**src/rtl/cache_bank_arbiter.sv**
```systemverilog
// Round-robin arbiter sharing one dual-port cache bank among NUM_REQ requesters, with same-line hazard blocking.
// Define CACHE_ARB_PERF_EN to add the perf_grants / perf_conflicts counters.
`ifndef CACHE_BANK_ADDRESS_WIDTH
`define CACHE_BANK_ADDRESS_WIDTH 10
`endif
`ifndef DATA_WIDTH
`define DATA_WIDTH 32
`endif

module cache_bank_arbiter #(
    parameter int NUM_REQ = 4,
    parameter int ADDR_W  = `CACHE_BANK_ADDRESS_WIDTH,
    parameter int DATA_W  = `DATA_WIDTH
) (
    input  logic                        clk,
    input  logic                        reset,
    input  logic [NUM_REQ-1:0]          req_valid,
    input  logic [NUM_REQ-1:0]          req_we,
    input  logic [NUM_REQ*ADDR_W-1:0]   req_addr,
    input  logic [NUM_REQ*DATA_W-1:0]   req_wdata,
    output logic [NUM_REQ-1:0]          req_gnt,
    output logic [NUM_REQ-1:0]          rsp_valid,
    output logic [NUM_REQ*DATA_W-1:0]   rsp_data,
    output logic [NUM_REQ-1:0]          rsp_written,
`ifdef CACHE_ARB_PERF_EN
    output logic [31:0]                 perf_grants,
    output logic [31:0]                 perf_conflicts,
`endif
    output logic [ADDR_W-1:0]           bank_addr_A,
    output logic [ADDR_W-1:0]           bank_addr_B,
    output logic [DATA_W-1:0]           bank_din_A,
    output logic [DATA_W-1:0]           bank_din_B,
    output logic                        bank_we_n_A,
    output logic                        bank_we_n_B,
    input  logic [DATA_W-1:0]           bank_dout_A,
    input  logic [DATA_W-1:0]           bank_dout_B,
    input  logic                        bank_wr_A,
    input  logic                        bank_wr_B
);
    localparam int ID_W = $clog2(NUM_REQ);
    typedef logic [ID_W-1:0] id_t;

    logic [ADDR_W-1:0]  addr_arr  [NUM_REQ];
    logic [DATA_W-1:0]  wdata_arr [NUM_REQ];
    logic [NUM_REQ-1:0] conflict_a;

    id_t  rr_ptr_reg, rr_ptr_next;
    logic a_found, b_found;
    id_t  a_id, b_id, last_id;
    id_t  scan_a_idx, scan_b_idx;
    logic past_a;

    logic tag_a_valid_reg, tag_b_valid_reg;
    id_t  tag_a_id_reg, tag_b_id_reg;

    // Position k of the round-robin scan starting at base.
    function automatic id_t rot_idx(input id_t base, input int k);
        int s;
        s = int'(base) + k;
        if (s >= NUM_REQ) begin
            s = s - NUM_REQ;
        end
        return id_t'(s);
    endfunction

    for (genvar gi = 0; gi < NUM_REQ; gi++) begin : g_req
        assign addr_arr[gi]   = req_addr[gi*ADDR_W +: ADDR_W];
        assign wdata_arr[gi]  = req_wdata[gi*DATA_W +: DATA_W];
        assign conflict_a[gi] = a_found && (addr_arr[gi] == addr_arr[a_id])
                                && (req_we[gi] || req_we[a_id]);
    end

    // Port A: first valid requester in round-robin order.
    always_comb begin
        a_found    = 1'b0;
        a_id       = '0;
        scan_a_idx = '0;
        for (int k = 0; k < NUM_REQ; k++) begin
            scan_a_idx = rot_idx(rr_ptr_reg, k);
            if (!a_found && !reset && req_valid[scan_a_idx]) begin
                a_found = 1'b1;
                a_id    = scan_a_idx;
            end
        end
    end

`ifdef CACHE_ARB_PERF_EN
    logic skipped;
`endif

    // Port B: continue the scan past A, skipping requesters that would hazard with A.
    always_comb begin
        b_found    = 1'b0;
        b_id       = '0;
        past_a     = 1'b0;
        scan_b_idx = '0;
`ifdef CACHE_ARB_PERF_EN
        skipped    = 1'b0;
`endif
        for (int k = 0; k < NUM_REQ; k++) begin
            scan_b_idx = rot_idx(rr_ptr_reg, k);
            if (past_a && !b_found && req_valid[scan_b_idx]) begin
                if (conflict_a[scan_b_idx]) begin
`ifdef CACHE_ARB_PERF_EN
                    skipped = 1'b1;
`endif
                end else begin
                    b_found = 1'b1;
                    b_id    = scan_b_idx;
                end
            end
            if (a_found && (scan_b_idx == a_id)) begin
                past_a = 1'b1;
            end
        end
    end

    always_comb begin
        req_gnt     = '0;
        bank_addr_A = '0;
        bank_din_A  = '0;
        bank_we_n_A = 1'b1;
        bank_addr_B = '0;
        bank_din_B  = '0;
        bank_we_n_B = 1'b1;
        if (a_found) begin
            req_gnt[a_id] = 1'b1;
            bank_addr_A   = addr_arr[a_id];
            if (req_we[a_id]) begin
                bank_we_n_A = 1'b0;
                bank_din_A  = wdata_arr[a_id];
            end
        end
        if (b_found) begin
            req_gnt[b_id] = 1'b1;
            bank_addr_B   = addr_arr[b_id];
            if (req_we[b_id]) begin
                bank_we_n_B = 1'b0;
                bank_din_B  = wdata_arr[b_id];
            end
        end
    end

    // Priority moves just past the last requester granted this cycle.
    always_comb begin
        rr_ptr_next = rr_ptr_reg;
        last_id     = b_found ? b_id : a_id;
        if (a_found) begin
            rr_ptr_next = (last_id == id_t'(NUM_REQ - 1)) ? '0 : last_id + id_t'(1);
        end
    end

    always_ff @(posedge clk) begin
        if (reset) begin
            rr_ptr_reg      <= '0;
            tag_a_valid_reg <= 1'b0;
            tag_b_valid_reg <= 1'b0;
            tag_a_id_reg    <= '0;
            tag_b_id_reg    <= '0;
        end else begin
            rr_ptr_reg      <= rr_ptr_next;
            tag_a_valid_reg <= a_found && !req_we[a_id];
            tag_b_valid_reg <= b_found && !req_we[b_id];
            tag_a_id_reg    <= a_id;
            tag_b_id_reg    <= b_id;
        end
    end

    // Bank read data arrives one cycle after the grant; steer it by the stored tag.
    always_comb begin
        rsp_valid   = '0;
        rsp_data    = '0;
        rsp_written = '0;
        if (tag_a_valid_reg && !reset) begin
            rsp_valid[tag_a_id_reg]                           = 1'b1;
            rsp_data[int'(tag_a_id_reg)*DATA_W +: DATA_W]     = bank_dout_A;
            rsp_written[tag_a_id_reg]                         = bank_wr_A;
        end
        if (tag_b_valid_reg && !reset) begin
            rsp_valid[tag_b_id_reg]                           = 1'b1;
            rsp_data[int'(tag_b_id_reg)*DATA_W +: DATA_W]     = bank_dout_B;
            rsp_written[tag_b_id_reg]                         = bank_wr_B;
        end
    end

`ifdef CACHE_ARB_PERF_EN
    logic [31:0] perf_grants_reg, perf_conflicts_reg;
    logic [1:0]  grant_cnt;

    assign grant_cnt = {1'b0, a_found} + {1'b0, b_found};

    always_ff @(posedge clk) begin
        if (reset) begin
            perf_grants_reg    <= '0;
            perf_conflicts_reg <= '0;
        end else begin
            if (perf_grants_reg > (32'hFFFF_FFFF - {30'd0, grant_cnt})) begin
                perf_grants_reg <= '1;
            end else begin
                perf_grants_reg <= perf_grants_reg + {30'd0, grant_cnt};
            end
            if (skipped && (perf_conflicts_reg != '1)) begin
                perf_conflicts_reg <= perf_conflicts_reg + 32'd1;
            end
        end
    end

    assign perf_grants    = perf_grants_reg;
    assign perf_conflicts = perf_conflicts_reg;
`endif

endmodule
```
**config.mk**
```make
export PLATFORM = sky130hd
export DESIGN_NAME = cache_bank_arbiter
export DESIGN_NICKNAME = d
export VERILOG_FILES = /design/src/rtl/cache_bank_arbiter.sv
export SDC_FILE = /design/constraint.sdc
export NUM_CORES = 1
export LEC_CHECK = 0
export CORE_AREA = 3 3 181 183
export DETAILED_ROUTE_END_ITERATION = 10
export DIE_AREA = 0 0 184 186
export GPL_TIMING_DRIVEN = 0
export PLACE_DENSITY = 0.58
export SYNTH_ARGS = -nofsm -noshare
export SYNTH_HDL_FRONTEND = slang
export SYNTH_SLANG_ARGS = --single-unit
```
**constraint.sdc**
```tcl
create_clock -name clk -period 7.4 [get_ports clk]
set_input_delay 1.11 -clock clk [delete_from_list [all_inputs] [get_ports clk]]
set_output_delay 1.11 -clock clk [all_outputs]
set_load 0.05 [all_outputs]
```
Word level (Yosys, flattened, before mapping)
Cells that the tools add are included.
Widths: inputs -> output; s select.
- register bits: 8
- input bits: 244
- word-level logic and storage cells: 181
- output and inout bits: 226
- eq/ne operators: 8
- shifts and indexed selects: 4
- bitwise operators: 6
- mux-type cells: 87
- reductions and logical operators: 43
- order comparisons: 18
- add/sub/neg operators: 10
- operators with widths (operator ; number):
    $mux 128 ; 2
    $mux 32 ; 8
    $shift 32x33->128 const A ; 2
    $shiftx 32x33->128 ; 2
    $and 128x128->128 ; 1
    $bmux 32 s2 ; 2
    $bwmux 128 ; 1
    $neg 7->33 ; 2
    $mux 10 ; 6
    $bmux 10 s2 ; 2
    $eq 10x10->1 ; 4
    $mux 2 ; 16
    $logic_and 1x1->1 ; 31
    $mux 1 ; 30
    $lt 2x3->1 const B ; 8
    $mux 4 ; 6
    $bmux 1 s2 ; 9
    $ge 3x3->1 const B ; 5
    $demux 1 s2 ; 4
    $ge 2x1->1 const B ; 4
    $logic_not 1->1 ; 8
    $or 4x4->4 ; 2
    $sub 2x1->2 const B ; 4
    $add 2x2->3 const B ; 2
    other kinds (9) ; 15

Longest topological paths before layout
Gate-level depths: netlist (run 1).
- word-level depth: 43
- gate-level depth with buffers: 21
- gate-level depth less buffers: 15

Least setup slack after synthesis (run 1)
No wires, ideal clock.
- kind: input to output
- start point: in req_valid[0]
- end point: out bank_din_B[0]
- stages: 19
- required time: 6290 ps
- path buffers: 5
- setup slack: 846 ps
- arrival time: 5444 ps
- cells stage by stage: buf_2 nor2b_1 nor4b_2 nor2_2 buf_6 buf_6 a31o_1 o41ai_2 nand3_1 nor4b_4 a21oi_1 o2bb2ai_2 nand2b_1 o221a_1 buf_6 inv_6 buf_6 mux4_2 a21boi_0
- cells in the longest elaborated chain, start to end: 41
- elaborated cells on any way between the ends: 90
- classes of those cells: eq/ne: 7; mux: 49; bitwise: 2; reduce/logical: 32
- RTL lines (what ; RTL line ; source):
    from (decl) ; 17 ; input logic [NUM_REQ-1:0] req_valid,
    $bmux 1 s2 ; - ;
    $mux 1 (not written as such) ; 80 ; if (!a_found && !reset && req_valid[scan_a_idx]) begin
    $logic_and 1x1->1 ; 80 ;
    $mux 1 ; 80 ;
    $logic_not 1->1 ; 80 ;
    $logic_and 1x1->1 (2 in a row) ; 80 ;
    $mux 1 ; 80 ;
    $logic_not 1->1 ; 80 ;
    (+22 left out) ; - ;
    $logic_not 1->1 ; 102 ; if (past_a && !b_found && req_valid[scan_b_idx]) begin
    $logic_and 1x1->1 (2 in a row) ; 102 ;
    $mux 2 ; 102 ;
    $not 2->3 (not written as such) ; 139 ; bank_din_B = wdata_arr[b_id];
    $bmux 32 s2 ; 139 ;
    $mux 32 (not written as such) (2 in a row) ; 139 ;
    $mux 32 ; 137 ; if (req_we[b_id]) begin
    $mux 32 * ; 134 ; if (b_found) begin
    to (decl) ; 32 ; output logic [DATA_W-1:0] bank_din_B,
Mark *: on every way between the ends. The rest lies on a longest branch, timed or not. The select of a mux whose other input is x is not followed.

Worst setup path in the final report (run 1)
- start point: in req_valid[2]
- end point: out bank_din_B[31]
The elaborated chain is that of the path after synthesis.

==> flow_summary.json, run 1 <==
{
  "hp-class": "register to register",
  "path_clk_slew_ps": 40,
  "slew_violations": 0,
  "critPathArrivalTime_ps": 6080,
  "cp-endpoint": "bank_din_B[31]",
  "fp-row-count": 65,
  "cts_max_path_buffers": 2,
  "hold_viol": 0,
  "grt_pass1_vias": 10500,
  "cts_tree": "built",
  "crit_fanout": 10,
  "insertion_delay_ps": 230,
  "syn_nets": 1307,
  "wl_per_cell_um": 26.4,
  "fmax_mhz": 139,
  "crit_type": "input port to output port",
  "async_flop_share": 0,
  "syn_inst": 1049,
  "final_area_mm2": 0.0124,
  "grt_pass1_wl_um": 70800,
  "finClkSkew_ps": 0.913,
  "hold_buffers": 0,
  "dieArea_mm2": 0.0342,
  "num_vias": 11300,
  "required_ps": 6290,
  "avgSynthCellArea_um2": 7.03,
  "r2r_end": "rr_ptr_reg[1]",
  "status": "completed",
  "peakVddDrop_mv": 0.276,
  "slew_headroom": 0.270,
  "place_hpwl_um": 40600,
  "die_w_um": 184,
  "path_cells": "clkdlybuf4s50_1 > clkbuf_4 > a21boi_0 > o21bai_1 > o22a_4 > inv_4 > buf_6 > buf_6 > nor2_1 > nor4_2 > o2111ai_2 > a21boi_2 > nand3_1 > a22oi_4 > nand2b_1 > o221a_1 > buf_6 > inv_6 > buf_6 > mux4_2 > a21boi_1 > clkdlybuf4s15_2",
  "ys_ff_latch": 8,
  "seq_area_frac_synth": 0.0217,
  "drv_cap": 0,
  "routabilityCongestion": 0.970,
  "cts_root_buffer": "clkbuf_16",
  "path_common_cell": "buf_6",
  "placed_area_mm2": 0.0123,
  "synth_area_mm2": 0.00738,
  "slowest_stage": "clkdlybuf4s50_1",
  "setup_viol": 0,
  "clkSinkCount": 8,
  "mostFrequentLayoutCell": "clkdlybuf4s50_1",
  "cp-startpoint": "req_valid[2]",
  "cts_buffers": 3,
  "fin_crit_sh": 0.972,
  "layout-drive-gt1-share": 0.107,
  "start_kind": "input port",
  "htreeDepth": 1,
  "grt_overflow": 0,
  "drc": 0,
  "yosysWarnings": 0,
  "max_slew.worst_pin.slew_ps": 1100,
  "grt_max_degree": 11,
  "routed_wl_um": 50500,
  "drt_first_pass_iters": 6,
  "grtUsageTotal": 0.270,
  "critPathCaptureType": "output port",
  "core_area_mm2": 0.0314,
  "layout_common_cells": "399 x clkdlybuf4s50_1, 187 x nand2_1, 130 x a22o_1",
  "ios": 470,
  "final_antenna_net_count": 0,
  "drtIter0Drc": 1178,
  "finalNetCount": 1764,
  "synth_cell_type_count": 89,
  "min_period_ps": 7190,
  "fp.dieH_um": 186,
  "p_per_area_mw_per_mm2": 309,
  "slowest_delay_ps": 490,
  "p_leak_nw": 4.67,
  "r2r_start": "rr_ptr_reg[1]",
  "reg2reg_depth": 21,
  "portBuffers": 446,
  "antenna_found_initial": 8,
  "reg2reg_setup_slack_ps": 2810,
  "whs_ps": 1000,
  "synthFlopType": "dfxtp_1",
  "initial_core_util": 0.235,
  "areaGrowthSynthToFinish_pct": 68.2,
  "vias_per_cell": 5.89,
  "synth_enable_flop_cells": 0
}
layer usage:
metal,part of all wire,global-route usage
met1,0.38,0.331
met5,0.00032,0
met2,0.49,0.470
met4,0.045,0.100
met3,0.091,0.0532
cell usage after synthesis (all sizes together), types with 3 or more instances:
| master | number | area share |
|---|---|---|
| a211oi | 10 | 0.010 |
| o21ai | 45 | 0.031 |
| nand2b | 13 | 0.011 |
| o221ai | 9 | 0.012 |
| a21o | 4 | 0.0041 |
| a211o | 3 | 0.0036 |
| and4b | 3 | 0.0041 |
| mux4 | 39 | 0.12 |
| a22oi | 3 | 0.0049 |
| a221oi | 4 | 0.0047 |
| inv | 32 | 0.017 |
| nor3 | 23 | 0.016 |
| mux2i | 13 | 0.018 |
| a22o | 130 | 0.15 |
| dfxtp | 8 | 0.022 |
| nand3 | 21 | 0.014 |
| a21oi | 38 | 0.026 |
| xor2 | 17 | 0.020 |
| o32ai | 3 | 0.0036 |
| a32o | 4 | 0.0054 |
| o22ai | 7 | 0.0059 |
| clkbuf | 88 | 0.045 |
| nor4 | 6 | 0.0080 |
| o211ai | 12 | 0.012 |
| ha | 14 | 0.024 |
| a21boi | 37 | 0.038 |
| xnor2 | 19 | 0.023 |
| and2 | 16 | 0.014 |
| a31oi | 8 | 0.0068 |
| buf | 43 | 0.043 |
| a311oi | 40 | 0.047 |
| o2111ai | 3 | 0.0036 |
| nand2 | 187 | 0.095 |
| and3 | 44 | 0.037 |
| a2111oi | 4 | 0.0049 |
| nor2 | 46 | 0.025 |
| and4 | 4 | 0.0047 |
| nor2b | 11 | 0.010 |
where the power goes:
part	switching [mW]	internal (mW)
combinational	2.43	1.23
clock	0.0191	0.0695
sequential	0.0160	0.0597
cell families after synthesis:
logic type,synth area share
AND/OR/NAND/NOR,0.257
buffers and inverters,0.106
multiplexers,0.140
flip-flops,0.0217
adder cells (fa/ha/maj),0.0237
XOR/XNOR,0.0427
AO/OA/AOI/OAI,0.409
worst max-delay path, delay by kind of cell:
family,cells,cell delay [ps]
AOI/OAI and AO/OA,8,1940
muxes,1,210
and+or+nand+nor,4,680
buffers and inverters,9,2100
what timing repair did:
item | CTS | global route
endpoints found under the hold margin | 0 | 0
setup buffers | 4 | 2
gates resized for setup | 134 | 90
pin swaps | 4 | 3
cloned | 0 | 0
setup endpoints to repair | 48 | 46
worst min path at each step:
stage                  startpoint            end  depth (start not counted)
finish              rr_ptr_reg[0]  rr_ptr_reg[0]                          5
floorplan           rr_ptr_reg[0]  rr_ptr_reg[0]                          5
CTS                 rr_ptr_reg[0]  rr_ptr_reg[0]                          5
global route        rr_ptr_reg[1]  rr_ptr_reg[1]                          4
detailed placement  rr_ptr_reg[0]  rr_ptr_reg[0]                          5
global placement    rr_ptr_reg[0]  rr_ptr_reg[0]                          5
stage by stage:
stage / setup slack, ps / power [mW] / instances / utilization / setup TNS (ps)
floorplan: 846 / 2.56 / 1049 / - / 0
global placement: -1030 / 3.84 / 1897 / 0.393 / -36310
detailed placement: -1070 / 3.85 / 1897 / 0.393 / -37360
CTS: 27.3 / 3.90 / 1904 / 0.400 / 0
global route: -4.68 / 4.02 / 1912 / 0.395 / -4.74
finish: 209 / 3.83 / 1912 / 0.395 / 0
layout make-up:
cell class | instances | area (um^2)
Antenna cell | 6 | 15.0
Buffer | 131 | 664
Clock buffer | 3 | 75.1
Fill cell | 3294 | 19000
Inverter | 33 | 131
Multi-Input combinational cell | 877 | 6530
Sequential cell | 8 | 160
Tap cell | 402 | 503
Timing Repair Buffer | 452 | 4330
(Power assumes the default switching activity.)
==> inputs of run 2 (changes only) <==
==> constraint.sdc (replaced) <==
create_clock -name clk -period 9.3 [get_ports clk]
set_input_delay 1.395 -clock clk [delete_from_list [all_inputs] [get_ports clk]]
set_output_delay 1.395 -clock clk [all_outputs]
set_load 0.05 [all_outputs]
==> flow_summary.json, run 2 (synthesis gave the netlist of run 1 again) <==
{
  "status": "completed",
  "grt_pass1_vias": 10500,
  "drtIter0Drc": 1150,
  "cts_root_buffer": "clkbuf_16",
  "hp-class": "register to register",
  "grt_max_degree": 11,
  "tns_ps": 0,
  "min_period_ps": 8880,
  "routabilityCongestion": 0.970,
  "portBuffers": 446,
  "crit_type": "input port to output port",
  "grt_overflow": 0,
  "setup_viol": 0,
  "rsz0062_at_grt": "no",
  "fmax_mhz": 113,
  "mostFrequentLayoutCell": "clkdlybuf4s50_1",
  "die_w_um": 184,
  "vias_per_cell": 5.86,
  "hold_buffers": 0,
  "peakVddDrop_mv": 0.239,
  "holdPathStages": 5,
  "placed_area_mm2": 0.0123,
  "num_vias": 11200,
  "wl_per_cell_um": 26.5,
  "reg2reg_depth": 20,
  "cp-endpoint": "bank_din_B[28]",
  "cts_max_path_buffers": 2,
  "dieArea_mm2": 0.0342,
  "hold_viol": 0,
  "initial_core_util": 0.235,
  "place_hpwl_um": 40600,
  "r2r_start": "rr_ptr_reg[1]",
  "slowest_delay_ps": 950,
  "fin_crit_sh": 0.955,
  "areaGrowthSynthToFinish_pct": 68.7,
  "start_kind": "input port",
  "p_leak_nw": 4.53,
  "fp-row-count": 65,
  "final_antenna_net_count": 0,
  "finClkSkew_ps": 1.09,
  "cp_num_buf_inv": 7,
  "path_clk_slew_ps": 40,
  "finalNetCount": 1758,
  "core_area_mm2": 0.0314,
  "fp.dieH_um": 186,
  "crit_cells": 20,
  "required_ps": 7910,
  "final_area_mm2": 0.0124,
  "critPathArrivalTime_ps": 7490,
  "grtUsageTotal": 0.270,
  "cts_resized": 0,
  "ios": 470,
  "insertion_delay_ps": 230,
  "crit_fanout": 10,
  "grt_pass1_wl_um": 70600,
  "drv_cap": 0,
  "r2r_end": "rr_ptr_reg[1]",
  "critPathCaptureType": "output port",
  "layout_common_cells": "446 x clkdlybuf4s50_1, 187 x nand2_1, 130 x a22o_1",
  "slew_headroom": 0.279,
  "layout-drive-gt1-share": 0.0634,
  "path_delay_family": "buffers and inverters",
  "cp-startpoint": "req_valid[1]",
  "reg2reg_setup_slack_ps": 4490,
  "routed_wl_um": 50400,
  "slowest_stage": "clkdlybuf4s50_1",
  "cts_tree": "built",
  "drc": 0,
  "post_cts_buffers": 0,
  "cts_buffers": 3,
  "slew_violations": 0,
  "max_slew.worst_pin.slew_ps": 1080,
  "path_cells": "clkdlybuf4s50_1 > and2b_1 > nor4b_2 > nor2_2 > inv_1 > buf_6 > mux2i_1 > a311oi_1 > o2111ai_1 > nor3_2 > nand3_1 > a22oi_4 > nand2b_1 > o221a_1 > buf_6 > inv_6 > o221ai_1 > clkbuf_1 > a21boi_1 > clkdlybuf4s50_1",
  "p_per_area_mw_per_mm2": 253,
  "antenna_found_initial": 8,
  "drt_first_pass_iters": 5,
  "clkSinkCount": 8,
  "htreeDepth": 1
}
run 2: cell count changes in the layout (fill, tap and decap cells not counted), sizes merged:
cell           change
dlygate4sd2        -4
clkdlybuf4s50     +47
buf               -33
clkbuf            -10
clkdlybuf4s18      -1
clkdlybuf4s15      -5
run 2: layout make-up:
| cell class | count | area [um^2] |
|---|---|---|
| plain buffers | 131 | 647 |
| clock buffers | 3 | 75.1 |
| inverters | 33 | 131 |
| repair buffers | 446 | 4460 |
| diodes | 6 | 15.0 |
| flip-flops and latches | 8 | 160 |
| fillers | 3268 | 19000 |
| multi-input cells | 877 | 6450 |
| well taps | 402 | 503 |
run 2: worst min-delay path by stage:
stage / start / endpoint
finish: rr_ptr_reg[0] / rr_ptr_reg[0]
global route: rr_ptr_reg[1] / rr_ptr_reg[1]
CTS: rr_ptr_reg[0] / rr_ptr_reg[0]
detailed placement: rr_ptr_reg[0] / rr_ptr_reg[0]
global placement: rr_ptr_reg[0] / rr_ptr_reg[0]
floorplan: rr_ptr_reg[0] / rr_ptr_reg[0]
run 2: worst min-delay path, stage by stage, from the launching register on:
cell and delay [ps]:
dfxtp_1 330, nor2b_1 90, nor3_1 190, nor2_1 70, nor3_1 170, a2111oi_1 70
run 2: stage by stage:
stage                     utilization  power, mW  hold slack, ps  instances  setup slack (ps)
after floorplan                     -       2.04             851       1049              2180
after global placement          0.393       3.05             969       1897               303
after detailed placement        0.393       3.06             942       1897               263
after CTS                       0.396       3.15             963       1900               251
after global routing            0.396       3.30            1120       1906              47.1
final                           0.396       3.15             988       1906               415
run 2: routing by layer:
metal / vias up / part of all wire / GRT usage / wire, um
met5: - / 0.00032 / 0 / 16
met4: 4 / 0.043 / 0.100 / 2180
met1: 5403 / 0.38 / 0.330 / 19000
li1: 4937 / - / - / -
met3: 127 / 0.094 / 0.0526 / 4760
met2: 702 / 0.49 / 0.469 / 24500
run 2: power by group:
| group | total [mW] | switching, mW | internal, mW |
|---|---|---|---|
| combinational | 3.02 | 1.92 | 1.10 |
| clock | 0.0705 | 0.0152 | 0.0553 |
| sequential | 0.0602 | 0.0127 | 0.0475 |
| total | 3.15 | 1.95 | 1.20 |
==> inputs of run 3 (changes only) <==
--- a/config.mk
+++ b/config.mk
@@ -5,11 +5,11 @@
 export SDC_FILE = /design/constraint.sdc
 export NUM_CORES = 1
 export LEC_CHECK = 0
-export CORE_AREA = 3 3 181 183
+export CORE_AREA = 3 3 183 185
 export DETAILED_ROUTE_END_ITERATION = 10
-export DIE_AREA = 0 0 184 186
+export DIE_AREA = 0 0 186 188
 export GPL_TIMING_DRIVEN = 0
-export PLACE_DENSITY = 0.58
+export PLACE_DENSITY = 0.57
 export SYNTH_ARGS = -nofsm -noshare
 export SYNTH_HDL_FRONTEND = slang
 export SYNTH_SLANG_ARGS = --single-unit
==> flow_summary.json, run 3 (synthesis gave the netlist of run 1 again) <==
{
  "status": "completed",
  "peakVddDrop_mv": 0.179,
  "areaGrowthSynthToFinish_pct": 68.7,
  "dieArea_mm2": 0.0350,
  "fp.dieH_um": 188,
  "layout_common_cells": "445 x clkdlybuf4s50_1, 187 x nand2_1, 130 x a22o_1",
  "setup_viol": 0,
  "finalNetCount": 1758,
  "portBuffers": 446,
  "final_area_mm2": 0.0124,
  "initial_core_util": 0.229,
  "r2r_end": "tag_b_valid_reg",
  "core_area_mm2": 0.0322,
  "r2r_start": "rr_ptr_reg[1]",
  "finalPower_mw": 3.14,
  "finalNonFillerCells": 1907,
  "min_period_ps": 9030,
  "grt_pass1_wl_um": 73300,
  "numPlacedInstances": 1903,
  "fin_crit_sh": 0.970,
  "cts_root_buffer": "clkbuf_16",
  "rsz0062_at_grt": "no",
  "grt_pass1_vias": 10900,
  "num_vias": 11100,
  "required_ps": 7910,
  "clkSinkCount": 8,
  "drt_first_pass_iters": 5,
  "path_clk_slew_ps": 40,
  "vias_per_cell": 5.85,
  "place_hpwl_um": 41900,
  "ios": 470,
  "final_antenna_net_count": 0,
  "drtIter0Drc": 1036,
  "critPathArrivalTime_ps": 7630,
  "fp-row-count": 66,
  "hp-class": "register to register",
  "tns_ps": 0,
  "hold_buffers": 0,
  "grtUsageTotal": 0.277,
  "hold_viol": 0,
  "num-fill-cells": 3390,
  "wl_per_cell_um": 27.1,
  "slowest_stage": "clkdlybuf4s50_1",
  "mostFrequentLayoutCell": "clkdlybuf4s50_1",
  "drv_cap": 0,
  "crit_type": "input port to output port",
  "routabilityCongestion": 0.983,
  "grt_max_degree": 11,
  "slew_violations": 0,
  "crit_fanout": 10,
  "antenna_found_initial": 3,
  "finClkSkew_ps": 0.477,
  "p_per_area_mw_per_mm2": 253,
  "grt_overflow": 0,
  "cp-endpoint": "bank_din_B[2]",
  "start_kind": "input port",
  "slowest_delay_ps": 870,
  "drc": 0,
  "layout_setup_ws_ps": 275,
  "path_cells": "clkdlybuf4s50_1 > buf_2 > nand2b_1 > a32oi_1 > o22a_4 > buf_2 > a21oi_1 > nor4_1 > o2111ai_1 > a21boi_1 > nand3_1 > a22oi_4 > nand2b_1 > o221a_1 > buf_6 > inv_6 > o221ai_1 > clkbuf_1 > a21boi_1 > clkdlybuf4s50_1",
  "critPathCaptureType": "output port",
  "routed_wl_um": 51800,
  "die_w_um": 186,
  "cts_max_path_buffers": 2,
  "insertion_delay_ps": 230,
  "cts_tree": "built",
  "reg2reg_setup_slack_ps": 4320,
  "reg2reg_depth": 17,
  "placed_area_mm2": 0.0124,
  "max_slew.worst_pin.slew_ps": 1040,
  "post-place-ws_ps": 310,
  "cts_buffers": 3,
  "cp-startpoint": "req_valid[2]",
  "fmax_mhz": 111,
  "htreeDepth": 1,
  "p_leak_nw": 4.55,
  "layout-drive-gt1-share": 0.0634,
  "slew_headroom": 0.304
}
==> run 3: changes by cell type in the layout (fill, tap and decap cells not counted), sizes merged <==
cell           change
clkdlybuf4s50      -1
dlymetal6s2s       +1
diode              -5
==> run 3: per-stage QoR <==
stage / util / hold slack (ps)
2_1_floorplan: - / 851
3_3_place_gp: 0.383 / 966
3_5_place_dp: 0.383 / 935
4_1_cts: 0.386 / 957
5_1_grt: 0.386 / 1120
6_report: 0.386 / 991
==> run 3: report_power, final <==
group | total, mW | internal (mW) | switching [mW]
clock network | 0.0707 | 0.0553 | 0.0154
registers | 0.0601 | 0.0475 | 0.0126
logic | 3.01 | 1.09 | 1.92
==> run 3: what timing repair did <==
action,4_1_cts,5_1_grt
setup buffers,0,0
resized for setup,0,2
endpoints found under the setup margin,0,16
==> run 3: worst min-delay path by stage <==
stage             startpoint            end  cells after the start  slack [ps]
2_1_floorplan  rr_ptr_reg[0]  rr_ptr_reg[0]                      5         850
4_1_cts        rr_ptr_reg[0]  rr_ptr_reg[0]                      5         960
3_5_place_dp   rr_ptr_reg[0]  rr_ptr_reg[0]                      5         940
3_3_place_gp   rr_ptr_reg[0]  rr_ptr_reg[0]                      5         970
5_1_grt        rr_ptr_reg[1]  rr_ptr_reg[1]                      4        1120
6_report       rr_ptr_reg[0]  rr_ptr_reg[0]                      5         990
==> run 3: critical path: cells and delay by family <==
kind                   cells  cell delay [ps]
AND/OR/NAND/NOR            4              820
AO/OA/AOI/OAI              9             2790
buffers and inverters      7             2600
==> run 3: final cells by class <==
class / instances / area [um^2] / area share
Multi-Input combinational cell: 877 / 6450 / 0.518
Timing Repair Buffer: 446 / 4470 / 0.359
Buffer: 131 / 647 / 0.0520
Tap cell: 408 / 510 / 0.0410
Sequential cell: 8 / 160 / 0.0129
Inverter: 33 / 131 / 0.0106
Clock buffer: 3 / 75.1 / 0.00604
Antenna cell: 1 / 2.50 / 0.000201
==> run 3: metal layers <==
layer  global-route usage  part of all wire  vias up
met4                0.127             0.050        4
met3               0.0596              0.10      135
met5                    0           0.00041        -
li1                     -                 -     4900
met2                0.468              0.48      725
met1                0.333              0.37     5384
